===== config.mk =====
export PLATFORM = sky130hd
export DESIGN_NAME = number_compose_module_flat
export DESIGN_NICKNAME = d
export VERILOG_FILES = /design/src/rtl/number_pkg.sv /design/src/rtl/number_compose_module_if.sv /design/src/rtl/number_mul10_add.sv /design/src/rtl/number_compose_module.sv /design/src/flat_wrapper.sv
export SDC_FILE = /design/constraint.sdc
export NUM_CORES = 1
export LEC_CHECK = 0
export ABC_CLOCK_PERIOD_IN_PS = 3100
export CAP_MARGIN = 20
export CORE_MARGIN = 2
export CORE_UTILIZATION = 46
export CTS_BUF_LIST = sky130_fd_sc_hd__clkbuf_4 sky130_fd_sc_hd__clkbuf_8
export DETAILED_ROUTE_END_ITERATION = 12
export PLACE_DENSITY = 0.71
export SYNTH_ARGS = -nofsm -noshare
export SYNTH_HDL_FRONTEND = slang
export SYNTH_SLANG_ARGS = --single-unit

===== constraint.sdc =====
create_clock -name CLK -period 3.1 [get_ports CLK]
set_input_delay 0.465 -clock CLK [delete_from_list [all_inputs] [get_ports CLK]]
set_output_delay 0.465 -clock CLK [all_outputs]
set_load 0.03 [all_outputs]

===== src/rtl/number_pkg.sv =====
// Shared constants and FSM state encoding for the decimal number composer.
package number_pkg;

    localparam int unsigned DEC_BASE  = 10;
    localparam int unsigned DIGIT_MAX = 9;

    localparam logic [1:0] ST_IDLE  = 2'd0;
    localparam logic [1:0] ST_ENTRY = 2'd1;
    localparam logic [1:0] ST_CALC  = 2'd2;
    localparam logic [1:0] ST_OUT   = 2'd3;

endpackage


===== src/rtl/number_compose_module_if.sv =====
// Digit input, control and result handshake bundle for number_compose_module.
interface number_compose_module_if #(
    parameter int unsigned WIDTH      = 16,
    parameter int unsigned MAX_DIGITS = 5
);

    logic                                  Clear;
    logic                                  Digit_Valid;
    logic [3:0]                            Digit_Data;
    logic                                  Digit_Ready;
    logic                                  Enter;
    logic                                  Num_Valid;
    logic                                  Num_Ready;
    logic [WIDTH-1:0]                      Num_Data;
    logic [$clog2(MAX_DIGITS+1)-1:0]       Digit_Count;
    logic                                  Err;

    modport master (
        output Clear, Digit_Valid, Digit_Data, Enter, Num_Ready,
        input  Digit_Ready, Num_Valid, Num_Data, Digit_Count, Err
    );

    modport slave (
        input  Clear, Digit_Valid, Digit_Data, Enter, Num_Ready,
        output Digit_Ready, Num_Valid, Num_Data, Digit_Count, Err
    );

endinterface


===== src/rtl/number_mul10_add.sv =====
// Combinational acc*10 + d with overflow detection, evaluated four bits wider than acc.
module number_mul10_add
    import number_pkg::*;
#(
    parameter int unsigned WIDTH = 16
) (
    input  logic [WIDTH-1:0] acc_i,
    input  logic [3:0]       d_i,
    output logic [WIDTH-1:0] sum_o,
    output logic             ovf_o
);

    localparam int unsigned WW = WIDTH + 4;

    logic [WW-1:0] wide;

    // acc*10+9 < 16*2^WIDTH, so four extra bits never wrap
    always_comb begin
        wide  = ({4'b0000, acc_i} * WW'(DEC_BASE)) + WW'(d_i);
        sum_o = wide[WIDTH-1:0];
        ovf_o = |wide[WW-1:WIDTH];
    end

endmodule


===== src/rtl/number_compose_module.sv =====
// Composes a binary number from a stream of decimal digits, MSD first, with
// commit/clear control and a valid/ready result handshake.
module number_compose_module
    import number_pkg::*;
#(
    parameter int unsigned WIDTH      = 16,
    parameter int unsigned MAX_DIGITS = 5
) (
    input  logic                   CLK,
    input  logic                   RST,
    number_compose_module_if.slave bus
);

    localparam int unsigned CW = $clog2(MAX_DIGITS + 1);

    logic [1:0]       state_q, state_d;
    logic [WIDTH-1:0] acc_q, acc_d;
    logic [CW-1:0]    cnt_q, cnt_d;
    logic [3:0]       dig_q, dig_d;
    logic             err_q, err_d;
    logic             pend_q, pend_d;

    logic [WIDTH-1:0] mac_sum;
    logic             mac_ovf;
    logic             digit_ready;
    logic             accept;
    logic             digit_ok;

    number_mul10_add #(
        .WIDTH (WIDTH)
    ) u_mul10_add (
        .acc_i (acc_q),
        .d_i   (dig_q),
        .sum_o (mac_sum),
        .ovf_o (mac_ovf)
    );

    assign digit_ready = !RST && ((state_q == ST_IDLE) || (state_q == ST_ENTRY)) &&
                         (cnt_q < CW'(MAX_DIGITS));
    assign accept      = bus.Digit_Valid && digit_ready;
    assign digit_ok    = (bus.Digit_Data <= 4'(DIGIT_MAX));

    always_comb begin
        state_d = state_q;
        acc_d   = acc_q;
        cnt_d   = cnt_q;
        dig_d   = dig_q;
        err_d   = err_q;
        pend_d  = pend_q;
        if (bus.Clear) begin
            state_d = ST_IDLE;
            acc_d   = '0;
            cnt_d   = '0;
            err_d   = 1'b0;
            pend_d  = 1'b0;
        end else begin
            case (state_q)
                ST_IDLE, ST_ENTRY: begin
                    if (accept && digit_ok) begin
                        dig_d   = bus.Digit_Data;
                        pend_d  = bus.Enter;
                        state_d = ST_CALC;
                    end else begin
                        // a rejected (non-decimal) digit flags Err but never blocks a commit
                        if (accept) err_d = 1'b1;
                        if (bus.Enter) state_d = ST_OUT;
                    end
                end
                ST_CALC: begin
                    if (mac_ovf) begin
                        err_d = 1'b1;
                    end else begin
                        acc_d = mac_sum;
                        cnt_d = cnt_q + CW'(1);
                    end
                    pend_d  = 1'b0;
                    state_d = pend_q ? ST_OUT : ST_ENTRY;
                end
                ST_OUT: begin
                    if (bus.Num_Ready) begin
                        state_d = ST_IDLE;
                        acc_d   = '0;
                        cnt_d   = '0;
                    end
                end
                default: state_d = ST_IDLE;
            endcase
        end
    end

    always_ff @(posedge CLK) begin
        if (RST) begin
            state_q <= ST_IDLE;
            acc_q   <= '0;
            cnt_q   <= '0;
            dig_q   <= '0;
            err_q   <= 1'b0;
            pend_q  <= 1'b0;
        end else begin
            state_q <= state_d;
            acc_q   <= acc_d;
            cnt_q   <= cnt_d;
            dig_q   <= dig_d;
            err_q   <= err_d;
            pend_q  <= pend_d;
        end
    end

    assign bus.Digit_Ready = digit_ready;
    assign bus.Num_Valid   = (state_q == ST_OUT);
    assign bus.Num_Data    = acc_q;
    assign bus.Digit_Count = cnt_q;
    assign bus.Err         = err_q;

endmodule


===== src/flat_wrapper.sv =====
// flat-port wrapper written by rule: the top's interface ports become plain ports
module number_compose_module_flat import number_pkg::*;
#(
    parameter int unsigned WIDTH      = 16,
    parameter int unsigned MAX_DIGITS = 5
)
  (CLK, RST, bus_Clear, bus_Digit_Valid, bus_Digit_Data, bus_Enter, bus_Num_Ready, bus_Digit_Ready, bus_Num_Valid, bus_Num_Data, bus_Digit_Count, bus_Err);
  number_compose_module_if #(.WIDTH(WIDTH), .MAX_DIGITS(MAX_DIGITS)) bus_i ();
  input  logic CLK;
  input  logic RST;
  input wire logic [$bits(bus_i.Clear)-1:0] bus_Clear;
  input wire logic [$bits(bus_i.Digit_Valid)-1:0] bus_Digit_Valid;
  input wire logic [$bits(bus_i.Digit_Data)-1:0] bus_Digit_Data;
  input wire logic [$bits(bus_i.Enter)-1:0] bus_Enter;
  input wire logic [$bits(bus_i.Num_Ready)-1:0] bus_Num_Ready;
  output wire logic [$bits(bus_i.Digit_Ready)-1:0] bus_Digit_Ready;
  output wire logic [$bits(bus_i.Num_Valid)-1:0] bus_Num_Valid;
  output wire logic [$bits(bus_i.Num_Data)-1:0] bus_Num_Data;
  output wire logic [$bits(bus_i.Digit_Count)-1:0] bus_Digit_Count;
  output wire logic [$bits(bus_i.Err)-1:0] bus_Err;
  assign bus_i.Clear = bus_Clear;
  assign bus_i.Digit_Valid = bus_Digit_Valid;
  assign bus_i.Digit_Data = bus_Digit_Data;
  assign bus_i.Enter = bus_Enter;
  assign bus_i.Num_Ready = bus_Num_Ready;
  assign bus_Digit_Ready = bus_i.Digit_Ready;
  assign bus_Num_Valid = bus_i.Num_Valid;
  assign bus_Num_Data = bus_i.Num_Data;
  assign bus_Digit_Count = bus_i.Digit_Count;
  assign bus_Err = bus_i.Err;
  number_compose_module #(.WIDTH(WIDTH), .MAX_DIGITS(MAX_DIGITS)) u_core (.CLK(CLK), .RST(RST), .bus(bus_i));
endmodule

======== Word level (Yosys, flattened, before mapping) ========
Index checks and enable logic that the tools add are counted.
operators by class
  $add $sub $neg .......................... 2
  $mul .................................... 1
  div/mod/pow operators ................... 0
  order comparisons ....................... 2
  equality and inequality tests ........... 10
  shifts and indexed selects .............. 0
  mux-type cells .......................... 17
  bitwise logic cells ..................... 1
  reduce and logical (&&, ||, !) cells .... 17
operators with widths
  kind                                                    number
  2-to-1 mux 16 bit                                       2
  one-hot mux 16 bit (2 select lines)                     1
  adder 20 x 4 -> 20 bit                                  1
  multiplier 16 x 3 -> 19 bit (second input constant)     1
  2-to-1 mux 2 bit                                        4
  2-to-1 mux 3 bit                                        2
  inequality test 2 x 1 -> 1 bit (second input constant)  3
  inequality test 2 bit (second input constant)           3
  one-hot mux 2 bit (3 select lines)                      1
  one-hot mux 3 bit (2 select lines)                      1
  AND reduction 3 bit                                     2
  == test 2 bit (second input constant)                   2
  <= comparator 4 bit (second input constant)             1
  logical AND 1 bit                                       4
  2-to-1 mux 1 bit                                        4
  one-hot mux 1 bit (2 select lines)                      2
  AND reduction 2 bit                                     2
  AND reduction 4 bit                                     1
  nonzero test 2 bit                                      2
  OR reduction 2 bit                                      2
  OR reduction 4 bit                                      1
  adder 3 x 1 -> 3 bit (second input constant)            1
  < comparator 3 bit (second input constant)              1
  inequality test 3 x 2 -> 1 bit (second input constant)  1
  5 further kinds                                         5
storage, ports and cells
  register bits ........................... 27
  bits in latches ......................... 0
  memory bits (writable) .................. 0
  memory bits (read-only) ................. 0
  input bits .............................. 10
  output and inout bits ................... 22
  logic and storage cells ................. 56
  memories ................................ 0

======== Logic depth before layout (Yosys ltp) ========
Gate-level depths: netlist of the first run.
  word-level depth ........................ 8
  depth in mapped cells ................... 14
  depth with buffers taken out ............ 11

======== Hierarchy ========
A second synthesis of the first run with hierarchy kept.
unflattened totals
  cells, all modules ...................... 306
  area, all modules ....................... 2721.4 sq um
by module, submodules not included
  module                 instances  cells each  area an instance (sq um)  seq. area each (sq um)
  number_mul10_add       1          161         1367.6                    0.0
  number_compose_module  1          145         1353.8                    540.5

======== Least setup slack after synthesis of the first run ========
OpenSTA, ideal clock, no wires.
  path kind ............................... flip-flop to flip-flop
  start point ............................. register u_core.acc_q[1] (netlist: u_core.bus.Num_Data[1])
  end point ............................... register u_core.acc_q[1] (netlist: u_core.bus.Num_Data[1])
  library setup time ...................... 0.072 ns
  data arrival time ....................... 3.355 ns
  data required time ...................... 3.028 ns
  slack ................................... -0.326 ns
  cell stages (with the launch flop) ...... 15
  buffers on the path ..................... 3
  period minus slack after synthesis ...... 3.426 ns
  path through ............................ dfxtp_1 > ha_1 > ha_1 > fa_1 > a211oi_2 > nor2_1 > xor2_1 > and4_1 > buf_4 > nand4_4 > nor2_2 > mux2i_1 > buf_6 > buf_8 > mux2i_1
between the ends
  longest elaborated chain between the ends .. 5
RTL lines
  what                             line                          RTL
  from (decl)                      number_compose_module.sv:17   logic [WIDTH-1:0] acc_q, acc_d;
  from (signal assigned)           number_compose_module.sv:94   acc_q <= '0;
  from (signal assigned)           number_compose_module.sv:101  acc_q <= acc_d;
  multiplier 16 x 3 -> 19 bit      number_mul10_add.sv:19        wide = ({4'b0000, acc_i} * WW'(DEC_BASE)) + WW'(d_i);
  adder 20 x 4 -> 20 bit           number_mul10_add.sv:19
  OR reduction 4 bit               number_mul10_add.sv:21        ovf_o = |wide[WW-1:WIDTH];
  inequality test 2 bit (no line)  --
  AND reduction 3 bit (no line)    --
Every way passes these cells.
A chain may end at the register's enable or synchronous reset.

======== Worst setup path in the final report of the first run ========
  start point ............................. register u_core.acc_q[1] (netlist: u_core.bus.Num_Data[1])
  end point ............................... register u_core.acc_q[15] (netlist: u_core.bus.Num_Data[15])
between the ends
  longest elaborated chain between the ends .. 5
  elaborated cells between the ends (all ways) .. 7
  those cells by class .................... 1 x add/sub; 1 x mul; 1 x eq/ne; 2 x mux; 2 x reduce/logical
RTL lines
  what                             line
  multiplier 16 x 3 -> 19 bit *    number_mul10_add.sv:19
  adder 20 x 4 -> 20 bit *         number_mul10_add.sv:19
  OR reduction 4 bit               number_mul10_add.sv:21
  inequality test 2 bit (no line)  --
  AND reduction 3 bit (no line)    --
Mark *: on every way between the ends. The rest lies on a longest branch, timed or not. The select of a mux whose other input is x is not followed.

==> metrics.txt, run 1 <==
I/O pins=32; xor and xnor area share after synthesis=0.09072; Internal Power=474.6 uW; Die W=between 70 and 80 microns; Syn Inst Count=271; layout cell share with drive strength beyond 1=0.1835; Area Overhead vs Synth=28.53%; GRT Max-Usage Layer=met2; Max-Cap Viols=0; mapped cell area=around 2400 sq um; Combinational Power Share=0.119; final WL=5.406 mm; Worst Path Max Fanout=8; GR Layer Usage met2=0.3400; Peak Freq=between 300 and 400 MHz; outcome=finished, final reports clean; first-pass GRT wire length=about 8.5 mm; vias in the first global route=1850; Layout Nets=~360; Yosys reg bits=27; GR Util All Layers=0.1924; antenna violations before repair=0; power per cell area=slightly above 200 nW/um^2; CTS tree=built; leakage=between 1 and 1.5 nW; clk_lat worst skew=0.27 ns; Switching Share=0.2397; CTS Sinks=27; Chip Height=~76 microns; Final Hold Viols=0; CP required=roughly 3.3 ns; Antenna Cells=0; largest net degree at the start of global routing=23; compound-cell area share of the yosys netlist=0.1646; DP Cell Count=between 300 and 400; Starting Density=0.4705; GR Util met3=0.03571; Post-DRT Antenna Nets=0; Worst slew margin=0.6855; Min Clock Period, post-route=about 3.1 ns; P_sw=approximately 150 uW; critical path class=flop to flop; commonest non-fill, non-tap cells in the layout=nand2_1, clkdlybuf4s50_1, ha_1; synthesis warning total=0; cts hold-fix bufs=0; vias per cell=5.267; syn avg cell area=~8.8 sq um; syn nets=~320; TritonRoute pass-1 iters=4; Setup crit end kind=flop; met1 GRT Util=0.2524; post-synthesis simple-gate area fraction=0.2052; dpl hpwl=around 4.3 mm; multiplexer share of the synthesized area=0.09705; row count=26; post-synthesis adder-cell area fraction=0.1857; Worst VDD drop=0.0002055 V; Most Frequent Cell on Critical Path=ha_4; Clock Pin Slew Worst Setup and Hold Paths=about 0.09 ns; non-filler cells in the finished layout=~390; core box area=approximately 5000 sq um; CP cell instances=ha_4 > ha_4 > fa_2 > a211oi_4 > o21ai_2 > a21oi_2 > o2111a_1 > a31oi_2 > buf_4 > nor2_2 > mux2i_4 > buf_6 > o31ai_1; 1st-iter DRT viols=88; register share of total power=0.564; CP peak stage delay=approximately 0.38 ns; crit start category=flop; main combinational cell family by area after synthesis=simple AND/OR/NAND/NOR gates; max-slew violations=0; vias=roughly 2000; total gr overflow=0; Unique masters post-synth=between 50 and 60; clock group share of total power=0.317; port buffer count=31; Clock H-tree levels=1; routability cong.=~0.82; wire per inst=about 14 microns; fill cell count=438; DRC viols=0; hold_ws=between 0.4 and 0.5 ns; Worst path slowest cell=fa_2; Layout Skew=0.002453 ns; worst-margin pin slew=~0.47 ns; root buffer cell=clkbuf_8; final period utilization=0.9871; Die Area=5748 sq um; total CTS buffers=3; clock buffer depth=2; setup TNS=0 ns; RSZ-0062 raised after global routing=true; commonest non-fill, non-tap cell in the layout=nand2_1; Arrival @ worst endpoint=3.25 ns; final setup vio count=0; Pwr Total=624.2 uW; Hold WC Path Type=flop to flop; sequential area share after synthesis=0.2278
[layout make-up]
type	count	area, sq um	area share
sequential	27	553.0	0.1814
timing repair buffer	50	460.4	0.1510
clock inverter	1	5.005	0.001641
inverter	3	11.26	0.003693
tap	70	87.58	0.02872
clock buffer	3	41.29	0.01354
multi-input combinational	232	1891	0.6200
[stage by stage]
step	utilization	area (sq um)	worst slack, ns
3_5_place_dp	0.5734	2892	0.005616
4_1_cts	0.5873	2962	0.009207
5_1_grt	0.6047	3049	-0.1209
6_report	0.6047	3049	0.03999
3_3_place_gp	0.5734	2892	0.06134
2_1_floorplan	-	2416	0.01985
[critical path, delay by kind of cell, from the launching register on]
kind | cells | cell delay (ns)
AOI/OAI and AO/OA | 6 | 1.23
adders and majority gates | 3 | 0.79
buffers and inverters | 2 | 0.35
DFF | 1 | 0.36
muxes | 1 | 0.10
and+or+nand+nor | 1 | 0.15
[state kept, by name, summed over array words and instances, names as in the netlist]
signal and cells:
u_core.bus.Digit_Count 3, u_core.pend_q 1, u_core.state_q 2, u_core.bus.Num_Data 16, u_core.bus.Err 1, u_core.dig_q 4
[worst paths after layout]
kind / from / end / slack (ns) / cells past startpoint
hold / removal: u_core.dig_q[0] / u_core.bus.Num_Data[0] / 0.48 / 2
setup / recovery: u_core.bus.Num_Data[1] / u_core.bus.Num_Data[15] / 0.04 / 13
hold reg to reg: u_core.dig_q[0] / u_core.bus.Num_Data[0] / 0.48 / 2
setup reg to reg: u_core.bus.Num_Data[1] / u_core.bus.Num_Data[15] / 0.04 / 13
[cell families (layout without fill, tap and decap cells)]
group	Yosys count	count (layout)
simple gates	100	100
mux	23	23
compound gates	53	53
xor+xnor	22	22
fa+ha+maj	34	34
flops	27	27
buf+inv	12	57
[synth_stat cells, drive strengths merged]
cell | number | area share
a2111oi | 1 | 0.0063
a211oi | 6 | 0.025
a21boi | 4 | 0.013
a21o | 3 | 0.0095
a21oi | 12 | 0.025
a22o | 2 | 0.0074
a31oi | 1 | 0.0026
and2 | 1 | 0.0026
and3b | 1 | 0.0037
and4 | 3 | 0.011
buf | 4 | 0.016
clkbuf | 5 | 0.0079
dfxtp | 27 | 0.23
fa | 2 | 0.017
ha | 32 | 0.17
inv | 3 | 0.0047
mux2i | 23 | 0.097
nand2 | 47 | 0.074
nand2b | 5 | 0.013
nand3 | 6 | 0.013
nand3b | 1 | 0.0032
nand4 | 4 | 0.017
nor2 | 18 | 0.030
nor2b | 3 | 0.0079
nor3 | 4 | 0.0084
nor3b | 2 | 0.0084
nor4 | 2 | 0.0053
o2111a | 1 | 0.0047
o211a | 1 | 0.0042
o211ai | 4 | 0.013
o21a | 5 | 0.020
o21ai | 9 | 0.019
o21bai | 2 | 0.0079
o311a | 1 | 0.0042
o31ai | 1 | 0.0032
or2 | 1 | 0.0026
or3 | 2 | 0.0053
xnor2 | 16 | 0.069
xor2 | 6 | 0.022
[metal layers]
layer	up-vias	share of wire	wire, microns
li1	1063	-	-
met1	935	0.47	2518
met2	33	0.50	2713
met3	2	0.030	164
met4	0	0.0015	8
met5	-	0	0
[power by group through the flow]
stage / combinational [mW] / clock [mW] / sequential (mW)
2_1_floorplan: 0.0405 / 0 / 0.362
3_3_place_gp: 0.0701 / 0 / 0.360
3_5_place_dp: 0.0706 / 0 / 0.360
4_1_cts: 0.0718 / 0.206 / 0.352
5_1_grt: 0.0803 / 0.220 / 0.353
6_report: 0.0743 / 0.198 / 0.352
[what timing repair did]
item                       CTS  global route
setup endpoints to repair   13            20
pin swaps                    0             6
setup buffers                0             1
hold endpoints to repair     0             0
resized for setup            6            14
Power figures use the tool's default switching activity.
==> run 2, diff against run 1 <==
--- a/config.mk
+++ b/config.mk
@@ -12,6 +12,7 @@
 export CTS_BUF_LIST = sky130_fd_sc_hd__clkbuf_4 sky130_fd_sc_hd__clkbuf_8
 export DETAILED_ROUTE_END_ITERATION = 12
 export PLACE_DENSITY = 0.71
+export SLEW_MARGIN = 20
 export SYNTH_ARGS = -nofsm -noshare
 export SYNTH_HDL_FRONTEND = slang
 export SYNTH_SLANG_ARGS = --single-unit
==> results of run 2 <==
No change in the layout: final DEF, timing and power equal those of run 1.
==> run 3, diff against run 2 <==
--- a/config.mk
+++ b/config.mk
@@ -5,13 +5,14 @@
 export SDC_FILE = /design/constraint.sdc
 export NUM_CORES = 1
 export LEC_CHECK = 0
-export ABC_CLOCK_PERIOD_IN_PS = 3100
+export ABC_CLOCK_PERIOD_IN_PS = 4000
 export CAP_MARGIN = 20
+export CORE_ASPECT_RATIO = 0.8
 export CORE_MARGIN = 2
 export CORE_UTILIZATION = 46
 export CTS_BUF_LIST = sky130_fd_sc_hd__clkbuf_4 sky130_fd_sc_hd__clkbuf_8
 export DETAILED_ROUTE_END_ITERATION = 12
-export PLACE_DENSITY = 0.71
+export PLACE_DENSITY = 0.69
 export SLEW_MARGIN = 20
 export SYNTH_ARGS = -nofsm -noshare
 export SYNTH_HDL_FRONTEND = slang
==> constraint.sdc (replaced) <==
create_clock -name CLK -period 4 [get_ports CLK]
set_input_delay 0.6 -clock CLK [delete_from_list [all_inputs] [get_ports CLK]]
set_output_delay 0.6 -clock CLK [all_outputs]
set_load 0.03 [all_outputs]
==> run 3 against run 2 <==
  * Sequential power decreased by 22%
  * Non-clock buffer count down 15
  * Cell area decreased by 8.7%
  * Via count is 1.6% lower
  * Final cell count decreased by 6.0%
  * Clock power down 19%
  * Count of clock-buffer cells in the layout rose by 1
  * Critical endpoint is now u_core.bus.Digit_Count[0]
  * Highest routed layer unchanged
==> metrics.txt, run 3 (same netlist as run 1, synthesis figures left out) <==
Most Frequent Cell on Critical Path=ha_1; Layout Skew=around 0.0033 ns; GR Util All Layers=0.1859; 1st-iter DRT viols=84; cts hold-fix bufs=0; Worst VDD drop=about 0.00022 V; Starting Density=0.4765; flop2flop setup slack=just under 0.4 ns; root buffer cell=clkbuf_8; fill cell count=460; largest net degree at the start of global routing=23; Peak Freq=around 280 MHz; CTS resizes=0; Clock Pin Slew Worst Setup and Hold Paths=around 0.090 ns; vias=~2000; Arrival @ worst endpoint=3.80 ns; vias in the first global route=between 1500 and 2000; Antenna Cells=0; clk_lat worst skew=between 0.2 and 0.3 ns; DRC viols=0; layout cell share with drive strength beyond 1=0.07973; final WL=approximately 5.2 mm; Worst slew margin=0.6664; Placed Area=2736 sq um; total CTS buffers=3; Area Overhead vs Synth=17.41%; antenna violations before repair=0; RSZ-0062 raised after global routing=false; setup TNS=0 ns; vias per cell=5.512; critical path class=flop to flop; register share of total power=0.563; CP peak stage delay=~0.44 ns; first-pass GRT wire length=between 8 and 9 mm; I/O pins=32; Worst Path Max Fanout=15; Max-Cap Viols=0; outcome=finished, final reports clean; Combinational Power Share=0.108; Final Cell Area=about 2800 sq um; worst-margin pin slew=~0.5 ns; CP required=around 4.2 ns; combined flip-flop and latch cell area=between 500 and 600 sq um; crit start category=flop; CTS Sinks=27; TritonRoute pass-1 iters=4; leakage=around 1.3 nW; commonest non-fill, non-tap cells in the layout=nand2_1, ha_1, clkdlybuf4s50_1; Layout Nets=between 300 and 400; Setup crit end kind=flop; port buffer count=31; Die W=between 80 and 90 microns; Die Area=5751 sq um; clock group share of total power=0.329; final setup vio count=0; P_sw=~110 uW; max reg flops=16; final period utilization=0.9022; Post-DRT Antenna Nets=0; routability cong.=0.8368; dpl hpwl=4.211 mm; CTS tree=built; Chip Height=just under 70 microns; commonest non-fill, non-tap cell in the layout=nand2_1; wire per inst=~14 microns; Min Clock Period, post-route=roughly 3.6 ns; Hold WC Path Type=flop to flop; core box area=about 5000 sq um; power per cell area=approximately 180 nW/um^2; total gr overflow=0; Multi-input gate area=about 1800 sq um; Final Hold Viols=0; max-slew violations=0; Worst path slowest cell=dfxtp_1; row count=23; Clock H-tree levels=1; Internal Power=approximately 370 uW; clock buffer depth=2; Post-CTS Setup Repair Bufs=0; Switching Share=0.2336; CP cell instances=ha_1 > ha_1 > fa_1 > a211oi_2 > nor2_1 > xor2_1 > and4_1 > nand4_4 > nor2_2 > mux2i_2 > buf_4 > mux2i_1
-- run 3: cell types whose count changed in the layout (fill, tap and decap cells not counted), sizes merged --
cell / delta
buf: -15
clkbuf: +1
clkinv: -1
-- run 3: final timing paths --
kind	startpoint	end	cells after the start
max reg2reg	u_core.bus.Num_Data[1]	u_core.bus.Digit_Count[0]	12
min	u_core.dig_q[0]	u_core.bus.Num_Data[0]	2
min reg2reg	u_core.dig_q[0]	u_core.bus.Num_Data[0]	2
max	u_core.bus.Num_Data[1]	u_core.bus.Digit_Count[0]	12
-- run 3: power by group through the flow --
| stage | clock, mW | sequential, mW | combinational (mW) |
|---|---|---|---|
| after global placement | 0 | 0.281 | 0.0515 |
| final | 0.161 | 0.275 | 0.0528 |
| after global routing | 0.178 | 0.275 | 0.0564 |
| after detailed placement | 0 | 0.281 | 0.0523 |
| after CTS | 0.164 | 0.275 | 0.0525 |
| after floorplan | 0 | 0.282 | 0.0313 |
-- run 3: routing by layer --
layer  up-vias  global-route usage  wire length (microns)
met1       930              0.2733                   2812
met5         -                   0                      0
met4         0             0.01815                     24
met2        37              0.2897                   2243
met3         4             0.03981                    161
li1       1030                   -                      -
-- run 3: cell type report --
| class | count | share of cell area |
|---|---|---|
| multi-input cells | 232 | 0.6343 |
| repair buffers | 35 | 0.1222 |
| well taps | 62 | 0.02785 |
| inverters | 3 | 0.004043 |
| flip-flops and latches | 27 | 0.1941 |
| clock buffers | 4 | 0.01752 |
-- run 3: through the flow --
step,setup WS [ns],power [mW],hold WS [ns],instances,util
5_1_grt,0.1549,0.5092,0.5018,363,0.5594
3_5_place_dp,0.4660,0.3332,0.4531,359,0.5496
4_1_cts,0.3967,0.4910,0.4689,363,0.5594
3_3_place_gp,0.5823,0.3323,0.4468,359,0.5496
2_1_floorplan,0.5735,0.3130,0.4341,271,-
6_report,0.3910,0.4881,0.4692,363,0.5594
-- run 3: worst max-delay path, delay by kind of cell, from the launching register on --
family | cells | cell delay (ns)
compound gates | 1 | 0.33
xor+xnor | 1 | 0.27
fa+ha+maj | 3 | 0.94
buf+inv | 1 | 0.30
flops | 1 | 0.44
mux | 2 | 0.50
simple gates | 4 | 0.75
